==> src/rtl/instr_encoder.sv <==
// RV32I/M instruction encoder: packs decoded fields into a 32-bit word and queues it in a small FIFO.
// Illegal field combinations are rejected with a one-cycle error pulse and a saturating reject count.
module instr_encoder #(
   parameter int DEPTH = 4,
   parameter int CNTW  = 16
) (
   input  logic            iCLK,
   input  logic            iRST,
   input  logic            iValid,
   output logic            oReady,
   input  logic [6:0]      iOpClass,
   input  logic [4:0]      iALUControl,
   input  logic [2:0]      iFunct3,
   input  logic [4:0]      iRd,
   input  logic [4:0]      iRs1,
   input  logic [4:0]      iRs2,
   input  logic [31:0]     iImm,
   output logic [31:0]     oInstr,
   output logic            oValid,
   input  logic            iReady,
   output logic            oErr,
   output logic [7:0]      oErrCnt,
   output logic [CNTW-1:0] oInstrCnt
);
   localparam int AW = (DEPTH > 1) ? $clog2(DEPTH) : 1;
   localparam logic [AW:0] CNT_FULL = (AW+1)'(DEPTH);

   localparam logic [6:0] OPC_LOAD   = 7'b0000011;
   localparam logic [6:0] OPC_OPIMM  = 7'b0010011;
   localparam logic [6:0] OPC_AUIPC  = 7'b0010111;
   localparam logic [6:0] OPC_STORE  = 7'b0100011;
   localparam logic [6:0] OPC_RTYPE  = 7'b0110011;
   localparam logic [6:0] OPC_LUI    = 7'b0110111;
   localparam logic [6:0] OPC_BRANCH = 7'b1100011;
   localparam logic [6:0] OPC_JALR   = 7'b1100111;
   localparam logic [6:0] OPC_JAL    = 7'b1101111;

   // Base ops 0..7 carry their funct3 in the low bits; RV32M ops occupy 16..23 the same way.
   localparam logic [4:0] OPSLL = 5'd1;
   localparam logic [4:0] OPSRL = 5'd5;
   localparam logic [4:0] OPSUB = 5'd8;
   localparam logic [4:0] OPSRA = 5'd9;

   function automatic logic [7:0] sat_inc8(input logic [7:0] v);
      return (v == 8'hFF) ? v : v + 8'd1;
   endfunction

   logic signed [31:0] w_simm;
   logic        w_base, w_mul, w_shift, w_alu_ok;
   logic        w_i_ok, w_b_ok, w_j_ok, w_u_ok, w_sh_ok;
   logic [2:0]  w_f3;
   logic [6:0]  w_f7;
   logic [31:0] w_word;
   logic        w_ok, w_acc, w_push, w_pop;

   logic [31:0]     r_mem [DEPTH];
   logic [AW-1:0]   r_wr, r_rd;
   logic [AW:0]     r_cnt;
   logic            r_err;
   logic [7:0]      r_errcnt;
   logic [CNTW-1:0] r_instrcnt;

   assign w_simm  = $signed(iImm);
   assign w_base  = (iALUControl[4:3] == 2'b00);
   assign w_mul   = (iALUControl[4:3] == 2'b10);
   assign w_shift = (iALUControl == OPSLL) || (iALUControl == OPSRL) || (iALUControl == OPSRA);
   assign w_alu_ok = w_base || w_mul || (iALUControl == OPSUB) || (iALUControl == OPSRA);
   assign w_i_ok  = (w_simm >= -32'sd2048) && (w_simm <= 32'sd2047);
   assign w_b_ok  = (w_simm >= -32'sd4096) && (w_simm <= 32'sd4094) && !iImm[0];
   assign w_j_ok  = (w_simm >= -32'sd1048576) && (w_simm <= 32'sd1048574) && !iImm[0];
   assign w_u_ok  = (iImm[11:0] == 12'h000);
   assign w_sh_ok = (iImm[31:5] == 27'd0);

   always_comb begin
      w_f3 = iALUControl[2:0];
      w_f7 = 7'b0000000;
      if (iALUControl == OPSUB) begin
         w_f3 = 3'b000;
         w_f7 = 7'b0100000;
      end else if (iALUControl == OPSRA) begin
         w_f3 = 3'b101;
         w_f7 = 7'b0100000;
      end else if (w_mul) begin
         w_f7 = 7'b0000001;
      end
   end

   always_comb begin
      w_word = 32'h0;
      w_ok   = 1'b0;
      case (iOpClass)
         OPC_LOAD: begin
            w_ok   = w_i_ok && (iFunct3 != 3'd3) && (iFunct3 != 3'd6) && (iFunct3 != 3'd7);
            w_word = {iImm[11:0], iRs1, iFunct3, iRd, iOpClass};
         end
         OPC_OPIMM: begin
            if (w_shift) begin
               w_ok   = w_sh_ok;
               w_word = {w_f7, iImm[4:0], iRs1, w_f3, iRd, iOpClass};
            end else begin
               w_ok   = w_i_ok && w_base;
               w_word = {iImm[11:0], iRs1, w_f3, iRd, iOpClass};
            end
         end
         OPC_AUIPC, OPC_LUI: begin
            w_ok   = w_u_ok;
            w_word = {iImm[31:12], iRd, iOpClass};
         end
         OPC_STORE: begin
            w_ok   = w_i_ok && (iFunct3 <= 3'd2);
            w_word = {iImm[11:5], iRs2, iRs1, iFunct3, iImm[4:0], iOpClass};
         end
         OPC_RTYPE: begin
            w_ok   = w_alu_ok;
            w_word = {w_f7, iRs2, iRs1, w_f3, iRd, iOpClass};
         end
         OPC_BRANCH: begin
            w_ok   = w_b_ok && (iFunct3 != 3'd2) && (iFunct3 != 3'd3);
            w_word = {iImm[12], iImm[10:5], iRs2, iRs1, iFunct3, iImm[4:1], iImm[11], iOpClass};
         end
         OPC_JALR: begin
            w_ok   = w_i_ok && (iFunct3 == 3'd0);
            w_word = {iImm[11:0], iRs1, iFunct3, iRd, iOpClass};
         end
         OPC_JAL: begin
            w_ok   = w_j_ok;
            w_word = {iImm[20], iImm[10:1], iImm[11], iImm[19:12], iRd, iOpClass};
         end
         default: begin
            w_ok   = 1'b0;
            w_word = 32'h0;
         end
      endcase
   end

   assign oReady = (r_cnt < CNT_FULL);
   assign oValid = (r_cnt != '0);
   assign w_acc  = iValid && oReady && !iRST;
   assign w_push = w_acc && w_ok;
   assign w_pop  = oValid && iReady && !iRST;

   // FIFO storage holds data only, so it is written without reset.
   always_ff @(posedge iCLK) begin
      if (w_push) r_mem[r_wr] <= w_word;
   end

   always_ff @(posedge iCLK) begin
      if (iRST) begin
         r_wr       <= '0;
         r_rd       <= '0;
         r_cnt      <= '0;
         r_err      <= 1'b0;
         r_errcnt   <= 8'd0;
         r_instrcnt <= '0;
      end else begin
         r_err <= w_acc && !w_ok;
         if (w_acc && !w_ok) r_errcnt <= sat_inc8(r_errcnt);
         if (w_push) begin
            r_wr       <= r_wr + AW'(1);
            r_instrcnt <= r_instrcnt + CNTW'(1);
         end
         if (w_pop) r_rd <= r_rd + AW'(1);
         if (w_push && !w_pop)      r_cnt <= r_cnt + (AW+1)'(1);
         else if (!w_push && w_pop) r_cnt <= r_cnt - (AW+1)'(1);
      end
   end

   assign oInstr    = oValid ? r_mem[r_rd] : 32'h0;
   assign oErr      = r_err;
   assign oErrCnt   = r_errcnt;
   assign oInstrCnt = r_instrcnt;
endmodule

==> config.mk <==
export PLATFORM = sky130hd
export DESIGN_NAME = instr_encoder
export DESIGN_NICKNAME = d
export VERILOG_FILES = /design/src/rtl/instr_encoder.sv
export SDC_FILE = /design/constraint.sdc
export NUM_CORES = 1
export LEC_CHECK = 0
export BUFFER_PORTS_ARGS = -buffer_cell sky130_fd_sc_hd__buf_2
export CORE_ASPECT_RATIO = 0.9
export CORE_UTILIZATION = 42
export CTS_CLUSTER_SIZE = 10
export DETAILED_ROUTE_END_ITERATION = 16
export GPL_TIMING_DRIVEN = 0
export MAX_ROUTING_LAYER = met4
export PLACE_DENSITY = 0.58
export SLEW_MARGIN = 10
export SYNTH_ARGS = -nofsm -noshare
export SYNTH_HDL_FRONTEND = slang
export SYNTH_SLANG_ARGS = --single-unit
==> constraint.sdc <==
create_clock -name iCLK -period 4.1 [get_ports iCLK]
set_input_delay 0.615 -clock iCLK [delete_from_list [all_inputs] [get_ports iCLK]]
set_output_delay 0.615 -clock iCLK [all_outputs]
set_load 0.01 [all_outputs]
==> impl_metrics.py, run 1 <==
metrics = {
    "critical_path": {
        "critical_path_class": "in -> reg",
        "reg2reg_depth": 9,
        "endpoint_kind": "register",
        "cp.required_ns": 4.45,
        "rrSetupSlack_ns": 1.61,
        "arrival_ns": 4.22,
        "critPathMaxFanout": 10,
        "worstPathCellList": "clkbuf_1 > nand4b_1 > nor3_2 > nand3_1 > o311a_1 > clkbuf_1 > a21oi_4 > ha_1 > inv_1 > fa_1 > xor2_1 > or3_1 > a21oi_1",
        "crit_slowest_cell": "nor3_2",
        "r2r_end": "r_cnt[2]",
        "slowest_delay_ns": 0.53,
        "cp_common_cell": "clkbuf_1",
        "start_kind": "primary input",
        "reg2reg_from": "r_cnt[2]",
        "critPathLaunch": "iOpClass[4]",
    },
    "sta": {
        "rsz0062_at_grt": "false",
        "fin_hold_ws_ns": 0.507,
        "period_share": 0.943,
        "relSlewSlack": 0.331,
        "setup_slack_ns": 0.233,
        "finClkSkew_ns": 0.0118,
        "maxSlewViolCount": 0,
        "fmax_mhz": 259,
        "final_hold_viol_count": 0,
        "worst_pin_slew_ns": 1.00,
        "finalCriticalPeriod_ns": 3.87,
        "final-setup-viol-count": 0,
    },
    "routing": {
        "drtPass1Iterations": 5,
        "vias": 5276,
        "wl_um": 18500,
        "via_per_inst": 5.56,
        "ant_nets": 0,
        "wl_per_cell_um": 19.5,
        "drc_errors": 0,
        "drt_iter0_drc": 274,
    },
    "synthesis": {
        "syn-instance-count": 554,
        "netlist_area_mm2": 0.00747,
        "ys_ff_latch": 162,
        "avgSynthCellArea_um2": 13.5,
        "synth-edff-count": 128,
        "async_flop_share": 0,
        "ys_types": 61,
        "synth-main-ff-cell": "edfxtp_1",
        "seq_area_frac_synth": 0.605,
        "yosysWarningCount": 0,
        "synth_fp_nets": 628,
    },
    "floorplan": {
        "num_rows": 45,
        "start_util": 0.437,
        "dieArea_mm2": 0.0183,
        "coreArea_mm2": 0.0171,
        "num_io_pins": 125,
        "die_height_um": 129,
        "fp.dieW_um": 143,
    },
    "placement": {
        "gp_congestion": 0.904,
        "io_buffers": 122,
        "dpl_worst_slack_ns": -0.419,
        "placed_cells": 915,
        "dp_hpwl_um": 13200,
    },
    "cells_and_area": {
        "fin_nets": 773,
        "layout_common_cells": "edfxtp_1 (128), buf_2 (123), nor2_1 (44)",
        "drive_above_1_share": 0.302,
        "final_common_cell": "edfxtp_1",
        "stdcell_count": 949,
        "syn_to_final_growth_pct": 21.2,
    },
    "clock_tree": {
        "cts_tree": "done",
        "numCtsBuffers": 17,
        "ctsHoldBuffers": 0,
        "clk_pin_slew_worst_paths_ns": 0.06,
        "clock_sinks": 162,
        "insertion_delay_ns": 0.43,
        "clockBufferDepth": 2,
        "htree_num_levels": 4,
        "clock-root-buffer": "clkbuf_16",
    },
    "grt": {
        "grt_max_degree": 23,
        "grt_usage": 0.219,
        "antenna_found_initial": 2,
        "overflow": 0,
        "grt_pass1_vias": 5257,
        "grt_pass1_wl_um": 28500,
    },
    "power": {
        "p_per_area_mw_per_mm2": 382,
        "pwr-share-clk": 0.453,
        "p_sw_mw": 0.792,
        "pwr-share-comb": 0.039,
        "seq_power_share": 0.508,
        "irDropWorstVdd_uv": 391,
        "p_sw_frac": 0.229,
        "intPower_mw": 2.67,
        "power_mw": 3.46,
        "p_leak_nw": 3.37,
    },
    "hold_path": {
        "min_from": "oErrCnt[7]",
        "holdPathStages": 2,
        "hold-path-endpoint": "oErrCnt[7]",
        "min_path_type": "reg -> reg",
    },
    "run": {
        "maxCapViolCount": 0,
    },
    "status": {
        "status": "complete, no violations",
    },
}
layer usage:
layer  wire length (µm)  track usage  up-vias
li1                   -            -     2455
met1               8280        0.275     2623
met2               8630        0.333      162
met3               1080       0.0636       36
met4                512       0.0911        0
met5                  0            -        -
cell usage after synthesis (all sizes together) (3+ instances only):
cell type,count,area (µm²)
a211o,3,26.3
a21oi,20,115
a221o,4,40.0
a22o,15,131
a22oi,4,30.0
a31o,5,43.8
and2,42,263
and3,6,37.5
buf,6,31.3
clkbuf,21,78.8
dfxtp,34,681
edfxtp,128,3840
ha,7,87.6
inv,17,63.8
mux2,3,33.8
mux2i,3,30.0
mux4,32,721
nand2,29,111
nand3,17,90.1
nand4,14,87.6
nor2,44,165
nor2b,7,43.8
nor3,10,50.1
nor4,4,25.0
o211ai,3,22.5
o21ai,7,35.0
o311ai,4,35.0
or2,3,18.8
or3,7,43.8
or4,13,101
xnor2,6,52.6
xor2,5,43.8
timing repair:
item | in CTS | in global routing
setup buffers | 0 | 0
gates resized for setup | 0 | 1
setup endpoints to repair | 0 | 1
layout make-up:
class / count / area (µm²)
inverters: 18 / 67.6
clock inverters: 15 / 161
multi-input cells: 347 / 2780
fillers: 1528 / 8060
diodes: 2 / 5.00
flip-flops and latches: 162 / 4520
clock buffers: 17 / 425
plain buffers: 27 / 110
repair buffers: 126 / 691
well taps: 235 / 294
critical path: cells and delay by family:
family,cells,cell delay (ns)
compound gates,3,0.69
xor+xnor,1,0.16
fa+ha+maj,2,0.61
buf+inv,3,0.71
simple gates,4,1.44
stage by stage:
step	cell area (µm²)	util	setup TNS (ns)
2_1_floorplan	7470	-	0
3_3_place_gp	8380	0.489	-124.72
3_5_place_dp	8460	0.494	-9.61
4_1_cts	9050	0.529	0
5_1_grt	9060	0.529	0
6_report	9060	0.529	0
sequential cells by signal, summed over array words and instances, names as in the netlist, named ones only:
| register | flops |
|---|---|
| oErr | 1 |
| r_mem | 128 |
| r_cnt | 3 |
| oErrCnt | 8 |
| r_rd | 2 |
| r_wr | 2 |
| oInstrCnt | 16 |
kinds of logic (layout without fill, tap and decap cells):
group | after synthesis | count (layout) | share of synthesized area
buffers and inverters | 45 | 203 | 0.0238
multiplexers | 38 | 38 | 0.105
flip-flops | 162 | 162 | 0.605
XOR/XNOR | 11 | 11 | 0.0129
AO/OA/AOI/OAI | 83 | 83 | 0.0869
other | 0 | 2 | 0
AND/OR/NAND/NOR | 207 | 207 | 0.152
adder cells (fa/ha/maj) | 8 | 8 | 0.0144
how the worst max path moves through the flow:
stage / cells past startpoint / to
global placement: 8 / r_mem[1][26]
finish: 13 / r_cnt[2]
floorplan: 12 / r_cnt[2]
CTS: 13 / r_cnt[2]
global route: 13 / r_cnt[2]
detailed placement: 13 / r_cnt[2]
power groups by stage:
| stage | combinational, mW | clock (mW) | sequential [mW] |
|---|---|---|---|
| 5_1_grt | 0.147 | 1.67 | 1.76 |
| 2_1_floorplan | 0.0590 | 0 | 1.80 |
| 3_5_place_dp | 0.132 | 0 | 1.80 |
| 6_report | 0.135 | 1.57 | 1.76 |
| 3_3_place_gp | 0.129 | 0 | 1.80 |
| 4_1_cts | 0.133 | 1.60 | 1.76 |
Power figures use the tool's default switching activity.
==> run 2, diff against run 1 <==
--- a/config.mk
+++ b/config.mk
@@ -5,6 +5,7 @@
 export SDC_FILE = /design/constraint.sdc
 export NUM_CORES = 1
 export LEC_CHECK = 0
+export ABC_AREA = 1
 export BUFFER_PORTS_ARGS = -buffer_cell sky130_fd_sc_hd__buf_2
 export CORE_ASPECT_RATIO = 0.9
 export CORE_UTILIZATION = 42
==> run 2 against run 1 <==
Flip-flop and latch count stayed put. Critical endpoint is now oInstr[23]. Critical path depth shrank 6. Design area increased by 7.0%. Clock power increased by 6%. Register-to-register slack got worse by 0.14 ns. Count of clock-buffer cells in the layout is the same. Wire length up 21%. Sequential share of layout area fell by 3.3 points. Largest power group unchanged. Clock skew fell by 0.0016 ns. Core utilization fell by 0.60 points.
==> impl_metrics.py, run 2 <==
metrics = {
    "floorplan": {
        "num_io_pins": 125,
        "die_height_um": 133,
        "fp.dieW_um": 148,
        "start_util": 0.432,
        "dieArea_mm2": 0.0196,
        "coreArea_mm2": 0.0185,
        "num_rows": 47,
    },
    "synthesis": {
        "ys_types": 36,
        "seq_area_frac_synth": 0.565,
        "avgSynthCellArea_um2": 8.75,
        "synthTopCellsByArea": "edfxtp_1 (48%), nor2_1 (9.7%), dfxtp_1 (8.5%), nand2_1 (6.8%), o21ai_0 (5.9%)",
        "synth_top_area_cell": "edfxtp_1",
        "netlist_area_mm2": 0.00801,
        "yosysMostFrequentCell": "nor2_1",
        "yosysWarningCount": 0,
        "synth_fp_nets": 990,
        "ys_ff_latch": 162,
        "synth-edff-count": 128,
        "syn-instance-count": 916,
        "ys_top_cells_by_count": "nor2_1 (207), nand2_1 (145), edfxtp_1 (128)",
        "synth_top_area_frac": 0.480,
        "synth-main-ff-cell": "edfxtp_1",
        "async_flop_share": 0,
    },
    "power": {
        "p_leak_nw": 3.84,
        "p_per_area_mw_per_mm2": 373,
        "irDropWorstVdd_uv": 273,
        "power_mw": 3.61,
    },
    "critical_path": {
        "cp.required_ns": 3.48,
        "endpoint_kind": "output port",
        "worstPathCellList": "clkbuf_1 > clkbuf_1 > nor2_1 > nor2_1 > o21ai_0 > a21oi_1 > buf_2",
        "r2r_end": "r_cnt[2]",
        "path_depth": 7,
        "critPathMaxFanout": 10,
        "crit_slowest_cell": "clkbuf_1",
        "crit_family": "buffers and inverters",
        "reg2reg_depth": 10,
        "rrSetupSlack_ns": 1.47,
        "start_kind": "register",
        "arrival_ns": 2.52,
        "reg2reg_from": "r_cnt[0]",
        "critical_path_class": "reg -> out",
        "slowest_delay_ns": 0.58,
        "critPathBufInv": 3,
    },
    "sta": {
        "fin_tns_setup_ns": 0,
        "final_hold_viol_count": 0,
        "finClkSkew_ns": 0.0102,
        "maxSlewViolCount": 0,
        "period_share": 0.764,
        "setup_slack_ns": 0.967,
        "final-setup-viol-count": 0,
        "fmax_mhz": 319,
        "finalCriticalPeriod_ns": 3.13,
        "worst_pin_slew_ns": 0.982,
        "fin_hold_ws_ns": 0.482,
        "rsz0062_at_grt": "false",
        "relSlewSlack": 0.341,
    },
    "hold_path": {
        "min_from": "r_rd[1]",
        "min_path_type": "reg -> reg",
        "holdPathStages": 2,
        "hold-path-endpoint": "r_rd[1]",
    },
    "grt": {
        "overflow": 0,
        "grt_pass1_wl_um": 34700,
        "antenna_found_initial": 2,
        "grt_max_degree": 26,
        "grt_pass1_vias": 6326,
        "grt_usage": 0.245,
    },
    "routing": {
        "via_per_inst": 5.11,
        "drc_errors": 0,
        "vias": 6763,
        "wl_per_cell_um": 16.9,
        "wl_um": 22400,
        "drtPass1Iterations": 5,
        "ant_nets": 0,
        "drt_iter0_drc": 533,
    },
    "run": {
        "maxCapViolCount": 0,
    },
    "clock_tree": {
        "htree_num_levels": 4,
        "cts_resized": 0,
        "ctsHoldBuffers": 0,
        "insertion_delay_ns": 0.42,
        "cts_tree": "done",
        "clock-root-buffer": "clkbuf_16",
        "cts_setup_buffers": 0,
        "clk_pin_slew_worst_paths_ns": 0.07,
        "clockBufferDepth": 2,
        "clock_sinks": 162,
        "numCtsBuffers": 17,
    },
    "placement": {
        "dpl_worst_slack_ns": 0.757,
        "dp_hpwl_um": 16200,
        "gp_congestion": 0.883,
        "io_buffers": 124,
    },
    "cells_and_area": {
        "layout_common_cells": "nor2_1 (203), nand2_1 (145), edfxtp_1 (128)",
        "largest_register": "r_mem",
        "drive_above_1_share": 0.174,
        "fin_nets": 1137,
        "final_common_cell": "nor2_1",
        "syn_to_final_growth_pct": 21.0,
        "fill_cells": 1774,
        "largest_register_ffs": 128,
    },
    "status": {
        "status": "complete, no violations",
    },
}
==> run 2: cell count changes in the layout (fill, tap and decap cells not counted), sizes merged, moves of 42 or more <==
cell,before,now
o21ai,7,97
and2,42,0
a21oi,20,62
inv,26,89
nor2,44,211
nand2,29,152
==> run 2: worst reg2reg max path, stage by stage (launching register included) <==
cell and delay, ns:
dfxtp_1 0.34, nor3_1 0.80, inv_1 0.19, nand3_1 0.14
ha_1 0.15, inv_1 0.06, fa_1 0.37, a21oi_1 0.14
o21ai_0 0.11, o21ai_0 0.15, a21oi_1 0.05
==> run 2: layout make-up <==
type,instances,area [µm²],share of cell area
sequential,162,4520,0.467
antenna,3,7.51,0.000774
inverter,82,310,0.0320
tap,245,307,0.0316
clock buffer,17,425,0.0439
clock inverter,15,196,0.0203
buffer,32,143,0.0147
multi-input combinational,640,3060,0.316
timing repair buffer,128,716,0.0738
==> run 2: how the worst max path moves through the flow <==
stage / startpoint / end / slack [ns]
floorplan: iOpClass[0] / r_mem[0][0] / 0.56
global route: register / oInstr[29] / 0.82
finish: register / oInstr[23] / 0.97
detailed placement: iOpClass[0] / r_cnt[2] / 0.76
global placement: iOpClass[0] / r_mem[1][18] / -1.16
CTS: r_cnt[0] / oInstr[25] / 0.94
==> run 2: where the power goes <==
group	total, mW	internal [mW]	switching, mW
clock network	1.67	0.980	0.694
logic	0.175	0.0536	0.121
registers	1.76	1.76	0.00260
total	3.61	2.79	0.818
==> run 2: stage by stage <==
step	cell area [µm²]	cells	utilization
floorplan	8010	916	-
global placement	8940	1285	0.483
detailed placement	9060	1289	0.489
CTS	9690	1321	0.523
global route	9690	1323	0.523
finish	9690	1324	0.523
==> run 2: cell families after synthesis <==
family,Yosys count,share of synthesized area
and+or+nand+nor,441,0.231
DFF,162,0.565
AOI/OAI and AO/OA,171,0.112
adders and majority gates,8,0.0134
buffers and inverters,114,0.0565
xor gates and xnor gates,20,0.0219
==> run 2: routing by layer <==
metal	GRT usage	up-vias	wire length (µm)
met2	0.373	201	10400
met3	0.0497	12	1380
met4	0.0767	0	223
met5	-	-	0
li1	-	3381	-
met1	0.329	3169	10300
==> run 3, diff against run 2 <==
--- a/config.mk
+++ b/config.mk
@@ -5,7 +5,7 @@
 export SDC_FILE = /design/constraint.sdc
 export NUM_CORES = 1
 export LEC_CHECK = 0
-export ABC_AREA = 1
+export ABC_AREA = 0
 export BUFFER_PORTS_ARGS = -buffer_cell sky130_fd_sc_hd__buf_2
 export CORE_ASPECT_RATIO = 0.9
 export CORE_UTILIZATION = 42
@@ -13,7 +13,7 @@
 export DETAILED_ROUTE_END_ITERATION = 16
 export GPL_TIMING_DRIVEN = 0
 export MAX_ROUTING_LAYER = met4
-export PLACE_DENSITY = 0.58
+export PLACE_DENSITY = 0.61
 export SLEW_MARGIN = 10
 export SYNTH_ARGS = -nofsm -noshare
 export SYNTH_HDL_FRONTEND = slang
==> constraint.sdc (replaced) <==
create_clock -name iCLK -period 2.75 [get_ports iCLK]
set_input_delay 0.4125 -clock iCLK [delete_from_list [all_inputs] [get_ports iCLK]]
set_output_delay 0.4125 -clock iCLK [all_outputs]
set_load 0.01 [all_outputs]
==> run 3 against run 2 <==
The flow now finishes with violations (setup timing). Clock power increased by 49%. Count of clock-buffer cells in the layout unchanged. Sequential share of layout area increased by 0.060 points. First-iteration DRC count decreased by 12%. Worst hold slack got worse by 0.12 ns. Critical path type is now in -> reg. Critical endpoint is now r_cnt[2]. Largest power group unchanged.
==> impl_metrics.py, run 3 (synthesis gave the netlist of run 1 again) <==
metrics = {
    "status": {
        "status": "finished, violations left",
        "violations": "setup timing",
    },
    "floorplan": {
        "num_io_pins": 125,
        "start_util": 0.437,
        "dieArea_mm2": 0.0183,
        "coreArea_mm2": 0.0171,
        "fp.dieW_um": 143,
        "die_height_um": 129,
        "num_rows": 45,
    },
    "hold_path": {
        "min_path_type": "in -> reg",
        "holdPathStages": 2,
        "min_from": "iRs1[3]",
        "hold-path-endpoint": "r_mem[2][18]",
    },
    "routing": {
        "wl_per_cell_um": 20.3,
        "wl_um": 20000,
        "drc_errors": 0,
        "wl_met1_um": 8270,
        "top_layer_used": "met4",
        "drt_iter0_drc": 471,
        "via_per_inst": 5.67,
        "drtPass1Iterations": 5,
        "met3_length_um": 1380,
        "ant_nets": 0,
        "vias": 5581,
        "wl_met2_um": 9790,
    },
    "cells_and_area": {
        "fin_nets": 807,
        "largest_register_ffs": 128,
        "multi_input_area_mm2": 0.00290,
        "layout_common_cells": "edfxtp_1 (128), buf_2 (121), nor2_1 (44)",
        "post-route-cell-area_mm2": 0.00968,
        "drive_above_1_share": 0.363,
        "regArea_mm2": 0.00452,
        "largest_register": "r_mem",
        "syn_to_final_growth_pct": 29.5,
        "post-route-util": 0.566,
        "final_common_cell": "edfxtp_1",
        "stdcell_count": 985,
        "fill_cells": 1455,
    },
    "placement": {
        "dp_hpwl_um": 12800,
        "io_buffers": 122,
        "placed_cells": 911,
        "dpl_cell_area_mm2": 0.00842,
        "gp_congestion": 0.930,
    },
    "power": {
        "power_mw": 5.32,
        "irDropWorstVdd_uv": 405,
        "p_per_area_mw_per_mm2": 549,
        "p_leak_nw": 3.65,
    },
    "clock_tree": {
        "clockBufferDepth": 2,
        "numCtsBuffers": 17,
        "cts_tree": "done",
        "clk_pin_slew_worst_paths_ns": 0.07,
        "insertion_delay_ns": 0.43,
        "clock_sinks": 162,
        "clock-root-buffer": "clkbuf_16",
        "htree_num_levels": 4,
    },
    "grt": {
        "grt_pass1_wl_um": 30100,
        "grt_pass1_vias": 5423,
        "grt_usage": 0.233,
        "antenna_found_initial": 3,
        "grt_max_degree": 17,
        "overflow": 0,
    },
    "critical_path": {
        "cp.required_ns": 3.11,
        "reg2reg_depth": 9,
        "critPathMaxFanout": 4,
        "critical_path_class": "in -> reg",
        "crit_slowest_cell": "or4_4",
        "slowest_delay_ns": 0.55,
        "r2r_end": "r_cnt[2]",
        "reg2reg_from": "r_cnt[2]",
        "rrSetupSlack_ns": 0.22,
        "cp_common_cell": "or4_4",
        "start_kind": "primary input",
        "arrival_ns": 3.43,
        "worstPathCellList": "buf_2 > or4_4 > or4_4 > a211o_1 > and4_4 > a21oi_4 > ha_4 > inv_2 > fa_2 > xor2_1 > or3_1 > a21oi_2",
        "endpoint_kind": "register",
    },
    "sta": {
        "worst_pin_slew_ns": 0.809,
        "rsz0062_at_grt": "true",
        "final_hold_viol_count": 0,
        "maxSlewViolCount": 0,
        "fmax_mhz": 326,
        "final-setup-viol-count": 18,
        "period_share": 1.11,
        "finClkSkew_ns": 0.00706,
        "relSlewSlack": 0.454,
        "finalCriticalPeriod_ns": 3.06,
        "setup_slack_ns": -0.313,
        "fin_tns_setup_ns": -0.782,
    },
    "run": {
        "maxCapViolCount": 0,
    },
}
==> run 3: worst max path at each step <==
stage	startpoint	end	slack, ns
final	iOpClass[2]	r_cnt[2]	-0.31
after CTS	iImm[17]	r_cnt[2]	-0.38
after global placement	iOpClass[4]	r_mem[0][26]	-1.22
after floorplan	iImm[13]	r_cnt[2]	-0.64
after detailed placement	iOpClass[4]	r_mem[2][27]	-1.28
after global routing	iOpClass[2]	r_cnt[2]	-0.36
==> run 3: final cells by class <==
| type | instances | area share |
|---|---|---|
| timing repair buffer | 159 | 0.120 |
| clock inverter | 15 | 0.0206 |
| sequential | 162 | 0.467 |
| multi-input combinational | 351 | 0.299 |
| buffer | 24 | 0.0107 |
| tap | 235 | 0.0304 |
| antenna | 4 | 0.00103 |
| clock buffer | 17 | 0.0439 |
| inverter | 18 | 0.00698 |
==> run 3: worst max-delay path: cells and delay by family <==
kind | cells | cell delay [ns]
buffers and inverters | 2 | 0.14
AND/OR/NAND/NOR | 4 | 1.66
adder cells (fa/ha/maj) | 2 | 0.49
AO/OA/AOI/OAI | 3 | 0.56
XOR/XNOR | 1 | 0.15
==> run 3: per-stage QoR <==
step / hold slack, ns / setup WS, ns
floorplan: 0.471 / -0.641
global placement: 0.487 / -1.22
detailed placement: 0.501 / -1.28
CTS: 0.349 / -0.385
global route: 0.364 / -0.359
finish: 0.364 / -0.313
==> run 3: where the power goes <==
| part | switching, mW | internal, mW | leakage, nW |
|---|---|---|---|
| Clock | 1.02 | 1.46 | 0.296 |
| Combinational | 0.133 | 0.0826 | 1.88 |
| Sequential | 0.00367 | 2.62 | 1.48 |
| Total | 1.16 | 4.16 | 3.65 |
==> run 3: per-layer routing <==
layer  track usage  up-vias
met3        0.0558       57
met2         0.368      228
li1              -     2527
met4        0.0955        0
met5             -        -
met1         0.288     2769
==> run 3: repair_timing <==
action	4_1_cts	5_1_grt
gates resized for setup	37	6
setup endpoints to repair	161	166
cloned	5	1
setup buffers	27	8
pin swaps	15	9
hold buffers	0	0
